## src/rtl/if_fetch_icache.sv

```systemverilog
`default_nettype none
// ============================================================================
// Module   : if_fetch_icache
// Purpose  : Instruction-fetch stage with a direct-mapped, word-granular
//            instruction cache. A miss builds the 32-bit word from four
//            little-endian byte reads on the shared 8-bit memory port. The
//            stage delivers registered pc/inst/jmp to IF/ID and asks the PC
//            register to hold while a fetch is outstanding.
// Ports    : clk, rst             - clock, synchronous active-high reset
//            pc_i, jmp_i          - fetch PC and its predicted-jump tag
//            flush_i              - branch redirect, kills fetch and output
//            stall_i              - IF/ID not accepting, outputs freeze
//            stall_req_o          - combinational hold request to PC register
//            mem_req_o/addr_o     - byte read request and byte address
//            mem_ack_i/data_i     - read completion and returned byte
//            pc_o/inst_o/jmp_o    - registered delivered instruction
//            valid_o              - registered output-valid flag
// Revision : 1.0 - initial release
// ============================================================================
module if_fetch_icache #(
  parameter int INDEX_W = 6
) (
  input  logic        clk,
  input  logic        rst,
  input  logic [31:0] pc_i,
  input  logic        jmp_i,
  input  logic        flush_i,
  input  logic        stall_i,
  output logic        stall_req_o,
  output logic        mem_req_o,
  output logic [31:0] mem_addr_o,
  input  logic        mem_ack_i,
  input  logic [7:0]  mem_data_i,
  output logic [31:0] pc_o,
  output logic [31:0] inst_o,
  output logic        jmp_o,
  output logic        valid_o
);

  localparam int LINES = 1 << INDEX_W;
  localparam int TAG_W = 30 - INDEX_W;

  typedef enum logic [0:0] {
    IDLE  = 1'b0,
    FETCH = 1'b1
  } state_t;

  state_t state, state_nx;
  logic [1:0]  cnt, cnt_nx;
  logic [29:0] fetch_word;   // fetch_pc[31:2]; low two bits are always zero
  logic [23:0] byte_buf;     // bytes 0..2; byte 3 is taken straight off the bus

  logic [LINES-1:0] line_valid;
  logic [TAG_W-1:0] line_tag  [LINES];
  logic [31:0]      line_data [LINES];

  logic [INDEX_W-1:0] idx;
  logic [TAG_W-1:0]   tag;
  logic               hit;
  logic               done;
  logic [31:0]        fill_word;
  logic [INDEX_W-1:0] fill_idx;
  logic [TAG_W-1:0]   fill_tag;

  logic start_miss;
  logic deliver_hit;
  logic deliver_fill;
  logic clear_valid;

  assign idx       = pc_i[INDEX_W+1:2];
  assign tag       = pc_i[31:INDEX_W+2];
  assign hit       = line_valid[idx] && (line_tag[idx] == tag);
  assign done      = (state == FETCH) && mem_ack_i && (cnt == 2'd3);
  assign fill_word = {mem_data_i, byte_buf};
  assign fill_idx  = fetch_word[INDEX_W-1:0];
  assign fill_tag  = fetch_word[29:INDEX_W];

  // The request comes straight from state registers; after reset both the
  // latched word address and the counter are zero, so mem_addr_o is zero.
  assign mem_req_o  = (state == FETCH);
  assign mem_addr_o = {fetch_word, cnt};

  always_comb begin
    state_nx     = state;
    cnt_nx       = cnt;
    stall_req_o  = 1'b0;
    start_miss   = 1'b0;
    deliver_hit  = 1'b0;
    deliver_fill = 1'b0;
    clear_valid  = 1'b0;
    case (state)
      IDLE: begin
        if (flush_i) begin
          clear_valid = 1'b1;
        end else if (stall_i) begin
          // Frozen: a miss waits until downstream frees up.
          stall_req_o = !hit;
        end else if (hit) begin
          deliver_hit = 1'b1;
        end else begin
          stall_req_o = 1'b1;
          clear_valid = 1'b1;
          start_miss  = 1'b1;
          cnt_nx      = 2'd0;
          state_nx    = FETCH;
        end
      end
      FETCH: begin
        stall_req_o = 1'b1;
        if (flush_i) begin
          state_nx    = IDLE;
          cnt_nx      = 2'd0;
          clear_valid = 1'b1;
        end else if (mem_ack_i) begin
          cnt_nx = cnt + 2'd1;
          if (cnt == 2'd3) begin
            state_nx = IDLE;
            if (!stall_i) begin
              // Deliver on the completing edge so the PC advances bubble-free.
              deliver_fill = 1'b1;
              stall_req_o  = 1'b0;
            end
          end else if (!stall_i) begin
            clear_valid = 1'b1;
          end
        end else if (!stall_i) begin
          clear_valid = 1'b1;
        end
      end
      default: begin
        state_nx = IDLE;
        cnt_nx   = 2'd0;
      end
    endcase
  end

  always_ff @(posedge clk) begin
    if (rst) begin
      state      <= IDLE;
      cnt        <= 2'd0;
      fetch_word <= 30'd0;
      byte_buf   <= 24'd0;
      pc_o       <= 32'd0;
      inst_o     <= 32'd0;
      jmp_o      <= 1'b0;
      valid_o    <= 1'b0;
    end else begin
      state <= state_nx;
      cnt   <= cnt_nx;
      if (start_miss) begin
        fetch_word <= pc_i[31:2];
      end
      // Bytes acked in a flush cycle are dropped.
      if ((state == FETCH) && mem_ack_i && !flush_i) begin
        case (cnt)
          2'd0:    byte_buf[7:0]   <= mem_data_i;
          2'd1:    byte_buf[15:8]  <= mem_data_i;
          2'd2:    byte_buf[23:16] <= mem_data_i;
          default: byte_buf        <= byte_buf;
        endcase
      end
      if (deliver_hit) begin
        pc_o    <= pc_i;
        inst_o  <= line_data[idx];
        jmp_o   <= jmp_i;
        valid_o <= 1'b1;
      end else if (deliver_fill) begin
        pc_o    <= {fetch_word, 2'b00};
        inst_o  <= fill_word;
        jmp_o   <= jmp_i;
        valid_o <= 1'b1;
      end else if (clear_valid) begin
        valid_o <= 1'b0;
      end
    end
  end

  // Valid bits are reset; a completed fill writes the line even when flushed
  // or stalled, since the assembled data is correct either way.
  always_ff @(posedge clk) begin
    if (rst) begin
      line_valid <= '0;
    end else if (done) begin
      line_valid[fill_idx] <= 1'b1;
    end
  end

  always_ff @(posedge clk) begin
    if (done) begin
      line_tag[fill_idx]  <= fill_tag;
      line_data[fill_idx] <= fill_word;
    end
  end

endmodule
`default_nettype wire
```

## config.mk

```make
export PLATFORM = sky130hd
export DESIGN_NAME = if_fetch_icache
export DESIGN_NICKNAME = d
export VERILOG_FILES = /design/src/rtl/if_fetch_icache.sv
export SDC_FILE = /design/constraint.sdc
export NUM_CORES = 2
export LEC_CHECK = 0
export BUFFER_PORTS_ARGS = -buffer_cell sky130_fd_sc_hd__buf_2
export CAP_MARGIN = 10
export CORE_UTILIZATION = 40
export CTS_CLUSTER_SIZE = 24
export DETAILED_ROUTE_END_ITERATION = 10
export GPL_TIMING_DRIVEN = 0
export PLACE_DENSITY = 0.62
export SYNTH_ARGS = -nofsm -noshare
export SYNTH_HDL_FRONTEND = slang
export SYNTH_SLANG_ARGS = --single-unit
```

## constraint.sdc

```tcl
create_clock -name clk -period 6.02 [get_ports clk]
set_input_delay 0.301 -clock clk [delete_from_list [all_inputs] [get_ports clk]]
set_output_delay 0.301 -clock clk [all_outputs]
set_load 0.02 [all_outputs]
```

# Yosys cells after proc, flatten, opt, wreduce, memory -nomap -nowiden
# Memories as Yosys holds them, arrays and structs flattened.
# Cells that the tools add are included.
# W data, S select, Z words.
dict set report word_totals {
  memories 2
  word_cells 91
  ramBits 3584
  register_bits 187
  output_inout_bits 100
  input_bits 46
}
# name words word_bits read_ports rd_clocked_by_memory_dff wr line
set mem_list {}
lappend mem_list {line_data 64 32 1 0 1 55} ;# logic [31:0] line_data [LINES];
lappend mem_list {line_tag 64 24 1 0 1 54} ;# logic [TAG_W-1:0] line_tag [LINES];
dict set report op_classes {
  n_addsub 1
  eq_ne 8
  magnitude_cmp 3
  n_bitwise 2
  n_reduce_logical 14
  n_mux 50
}
# op n
set op_table {}
lappend op_table {{$mux W32} 4}
lappend op_table {{$or A64 B64 Y64} 1}
lappend op_table {{$mux W1} 35}
lappend op_table {{$eq A24 B24 Y1} 1}
lappend op_table {{$lt A6 B7 Y1 const B} 2}
lappend op_table {{$mux W2} 5}
lappend op_table {{$bmux W1 S6} 1}
lappend op_table {{$demux W1 S6} 1}
lappend op_table {{$ge A6 B1 Y1 const B} 1}
lappend op_table {{$ne A2 B2 Y1 const B} 3}
lappend op_table {{$pmux W1 S2} 3}
lappend op_table {{$reduce_and A2 Y1} 3}
lappend op_table {{$logic_and A1 B1 Y1} 5}
lappend op_table {{$eq A2 B2 Y1 const B} 2}
lappend op_table {{$pmux W2 S2} 1}
lappend op_table {{$reduce_and A4 Y1} 1}
lappend op_table {{$ne A3 B3 Y1 const B} 1}
lappend op_table {{$reduce_bool A3 Y1} 1}
lappend op_table {{$add A2 B1 Y2 const B} 1}
lappend op_table {{$eq A2 B1 Y1 const B} 1}
lappend op_table {{$logic_not A1 Y1} 2}
lappend op_table {{$logic_not A2 Y1} 1}
lappend op_table {{$reduce_bool A2 Y1} 1}
lappend op_table {{$not A1 Y1} 1}

# Longest topological paths before layout
dict set report depth {
  depth_word 10
  mapped_depth 22
  ltp_nobuf 11
}

# Worst setup path before layout
# Ideal clock, no wire load.
dict set report synth_timing {
  path_type {input port to flip-flop}
  from {in pc_i[2]}
  to {reg inst_o[31]}
  setup_ns 0.128
  path_slack_ns 1.520
  path_buffers 11
  t_arrival_ns 4.372
  required_ns 5.892
  path_stages 16
  path_cell_list {buf_4 buf_6 buf_6 buf_6 buf_4 buf_4 buf_6 buf_4 buf_4 clkbuf_1 buf_1 mux4_2 mux4_2 mux4_2 mux2i_1 nor2_1}
}
dict set report synth_between {
  elab_chain_len 8
  elab_cells_between_ends 12
  classes_between {1 x eq/ne; 7 x mux; 2 x reduce/logical; 2 x memory}
}
# element line
set synth_rtl {}
lappend synth_rtl {{from (decl)} 25} ;# input logic [31:0] pc_i,
lappend synth_rtl {{$mem_v2 Z64 W24 / $bmux W1 S6 (equally long branches)} -}
lappend synth_rtl {{$eq A24 B24 Y1 / $mux W1 (equally long branches)} 72} ;# assign hit = line_valid[idx] && (line_tag[idx] == tag);
lappend synth_rtl {{$logic_and A1 B1 Y1} 72}
lappend synth_rtl {{$mux W1} 98} ;# end else if (hit) begin
lappend synth_rtl {{$mux W1} 95} ;# end else if (stall_i) begin
lappend synth_rtl {{$mux W1} 93} ;# if (flush_i) begin
lappend synth_rtl {{$mux W1} 91} ;# case (state)
lappend synth_rtl {{$mux W32 / $reduce_bool A2 Y1 (equally long branches)} -}
lappend synth_rtl {{to (signal assigned)} 164} ;# inst_o <= line_data[idx];
lappend synth_rtl {{to (signal assigned)} 169} ;# inst_o <= fill_word;
lappend synth_rtl {{to (decl)} 35} ;# output logic [31:0] inst_o,
# Parallel ways exist; a longest one is shown, timed or not. The select of a mux whose other input is x is not followed.
# A chain may end at the register's enable or synchronous reset.

# Worst setup path in the final report
dict set report layout_timing {
  from {in pc_i[3]}
  to {reg inst_o[15]}
}
# The elaborated chain is that of the path after synthesis.

==> results by group <==
Logic synthesis
  • Avg Inst Size Synth: 22.1 um^2
  • Number of flops mapped to enable cells by yosys: between 3k and 4k
  • Synth top area share: between 70 and 80%
  • Largest cells by area after synthesis: edfxtp_1 (74%), mux4_2 (15%), dfxtp_1 (2.6%)
  • Synth unique cells: 67
  • Seq/Total Area, Yosys: between 70% and 80%
  • Gate count after technology mapping: around 6.5k
  • Biggest area consumer among synthesized cells: edfxtp_1
  • Synthesized Nets: between 6k and 7k
  • Yosys reg bits: 3771
  • Cell Area, Synth: about 140000 um^2
  • Main synth FF type: edfxtp_1
  • Syn. warnings: 0
  • Post-synth ARST share: 0%

Global routing
  • Largest net degree at the start of global routing: 69
  • GRT Overall Usage: roughly a quarter
  • Initial antenna violation count: 30
  • Vias in the first global route: between 70k and 80k
  • First-pass GRT wire length: roughly 650000 um
  • Grt ovf: 0

Routing
  • Wire per inst: 38.8 um
  • Via density per instance: just over 6
  • Final ANT Viol Nets: 0
  • Drt initial violations: roughly 13k
  • DRC viols: 0
  • Drt total wl: just under 500000 um
  • Vias: a little under 80k
  • First drt pass iteration count: 6

Worst setup path
  • R2R depth: 14
  • Setup slack, reg-to-reg: between 0.9 and 1 ns
  • Crit path max fanout: 13
  • Crit start category: input port
  • CP Class: in -> reg
  • Req. time, crit path: 6.80 ns
  • RR Startpoint: line_tag[43][16]
  • Reg2reg end: inst_o[9]
  • Crit path capture type: flop
  • Worst EP arrival: ~7 ns

Pwr
  • Pint: 42.5 mW
  • Switching power total: between 10 and 15 mW
  • Switch share: a little over a fifth
  • Leakage: 56.5 nW
  • Worst VDD drop: around 0.24 mV
  • Reg power frac: a little over half
  • Total power: ~54 mW
  • Comb pwr share: between 4 and 5%
  • Clk pwr share: between 40% and 50%
  • Pwr/cell area: 317 nW/um^2

Hold path
  • WHS Path Cells: 3
  • HP Class: in -> reg
  • Hold Crit Start: rst
  • Hold worst-path end: fetch_word[29]

Timing
  • Setup violators final: 4
  • Fin. max-slew vios: 0
  • Final WS setup: -0.0376 ns
  • Final hold viol count: 0
  • Setup_tns: -0.125 ns
  • Maximum clock frequency: ~170 MHz
  • Post-Route Skew: 0.0528 ns
  • Rel. slew slack: between 4 and 5%
  • Fin crit share: 101%
  • Period minus WS final: 6.06 ns
  • Worst-margin pin slew: approximately 1.4 ns

Run status
  • Failing checks: negative setup slack
  • Status: finished, violations left

Die
  • Die H: 604 um
  • Die area: 364000 um^2
  • # rows: 220
  • IO Pins: approximately 150
  • Area of the core: about 360000 um^2
  • Die width: 604 um
  • Starting density of the core: 40.3%

Clock network
  • Clock sinks: roughly 3.8k
  • Num CTS Buffers: approximately 380
  • Htree depth: 5
  • Later-pin clock latency in the skew report: 0.97 ns
  • Longest Clk Path Bufs: 4
  • CTS tree: built
  • Worst-path clk slew: around 0.06 ns
  • Clock root buffer master: clkbuf_16

Placed design
  • Placed Area: 158000 um^2
  • I/O Buffers: 141
  • Placed Cells: approximately 12k
  • RD Place Congestion: approximately 0.85
  • Final HPWL DP: 327000 um

Final layout
  • Layout cells sized above 1: between 30 and 40%
  • Final Net Count: between 7k and 8k
  • Area grow syn2layout: 18.3%
  • Non-filler cells in the finished layout: about 13k
  • Post-route cell area: 171000 um^2
  • FILL cells: a little under 30k

Job
  • Max Cap Violations: 0
## layer usage
layer	wire (um)	up-vias	GRT usage (%)
met5	13	-	0
met4	31700	4	14.3
met3	54800	1278	5.41
met2	226000	5664	41.4
met1	173000	41800	34.5
li1	-	29300	-
## critical path, stage by stage
cell,delay (ns)
buf_2,0.10
buf_2,0.29
buf_2,0.45
buf_2,0.57
buf_8,0.25
buf_2,0.44
buf_2,0.47
clkbuf_2,0.57
clkbuf_1,0.67
clkbuf_1,0.84
mux4_2,0.44
mux4_2,0.60
mux4_2,0.50
mux2i_1,0.16
nor2_1,0.06
## flip-flops by register name (all words and copies together), names as in the netlist
register / count
fetch_word: 30
inst_o: 32
byte_buf: 24
jmp_o: 1
valid_o: 1
pc_o: 32
line_valid: 64
cnt: 2
line_tag: 1536
line_data: 2048
mem_req_o: 1
## Yosys cell counts, drive strengths merged, types with 7 or more instances
master / instances
nor3: 15
a32oi: 9
clkbuf: 178
nor4: 7
and2: 12
a22oi: 62
mux4: 964
xor2: 17
a31oi: 9
nand4: 12
mux2i: 348
a221oi: 14
nand2: 154
dfxtp: 187
o21ba: 14
nor2: 250
mux2: 75
nor2b: 40
edfxtp: 3584
nand3: 24
and3: 7
o21ai: 25
buf: 188
o22ai: 39
inv: 7
a21oi: 70
a211oi: 50
nand2b: 74
xnor2: 10
## logic make-up after synthesis
logic type	share of synthesized area, %
xor gates and xnor gates	0.163
DFF	76.9
AOI/OAI and AO/OA	1.72
muxes	18.0
and+or+nand+nor	2.01
buffers and inverters	1.19
adders and majority gates	0.0346
## stage by stage
step / worst slack, ns / hold WS [ns] / utilization (%)
after CTS: 0.0843 / 0.0270 / 47.5
after floorplan: 1.52 / 0.389 / -
after detailed placement: -2.30 / 0.459 / 44.0
after global placement: -4.55 / 0.445 / 42.1
final: -0.0376 / 0.0993 / 47.6
after global routing: -0.0427 / 0.0893 / 47.6
## worst max path at each step
stage / from / endpoint / slack [ns] / cells past startpoint
floorplan: pc_i[2] / inst_o[31] / 1.52 / 16
global placement: fetch_word[3] / line_data[59][12] / -4.55 / 3
detailed placement: pc_i[3] / pc_o[30] / -2.30 / 20
CTS: pc_i[2] / stall_req_o / 0.08 / 22
global route: pc_i[2] / stall_req_o / -0.04 / 22
finish: pc_i[3] / inst_o[15] / -0.04 / 15
## power groups by stage
stage                     combinational [mW]  sequential [mW]  clock [mW]
after global routing                    2.59             28.6        24.3
final                                   2.54             28.6        23.2
after global placement                  2.24             29.3           0
after CTS                               2.48             28.6        23.3
after detailed placement                2.43             29.2           0
after floorplan                         1.30             29.2           0
## area by class of cell
type                    count  area, um^2  share of cell area [%]
diodes                     14        35.0                  0.0205
plain buffers             362        1900                    1.11
clock buffers             483       10100                    5.88
clock inverters           209        1900                    1.11
inverters                   8        30.0                  0.0175
multi-input cells        2395       32300                    18.9
flip-flops and latches   3771      111000                    65.1
well taps                4773        5970                    3.49
repair buffers            502        7610                    4.44
## layout by cell type (no fill, tap or decap), types with 42 or more instances in the layout
cell	netlist	final
clkbuf_1	178	237
edfxtp_1	3584	3584
clkinv_2	0	82
a22oi_1	62	62
buf_12	0	248
dfxtp_1	187	139
dlygate4sd3_1	0	44
mux2_2	75	75
mux4_2	964	964
buf_16	0	42
nand2_1	154	154
clkbuf_16	0	381
nor2_1	250	183
clkinv_1	1	64
a21oi_1	70	70
a211oi_1	50	49
dfxtp_2	0	48
mux2i_1	348	348
buf_4	28	47
nor2_4	0	65
buf_1	63	43
nand2b_1	74	73
buf_2	82	203
## what timing repair did
item | 4_1_cts | 5_1_grt
hold buffers | 38 | 6
buffers inserted | 5 | 1
setup endpoints to repair | 97 | 8
resized for setup | 94 | 35
endpoints found under the hold margin | 60 | 121
pin swaps | 2 | 2
Note: power is estimated with default switching activity, not from simulation.
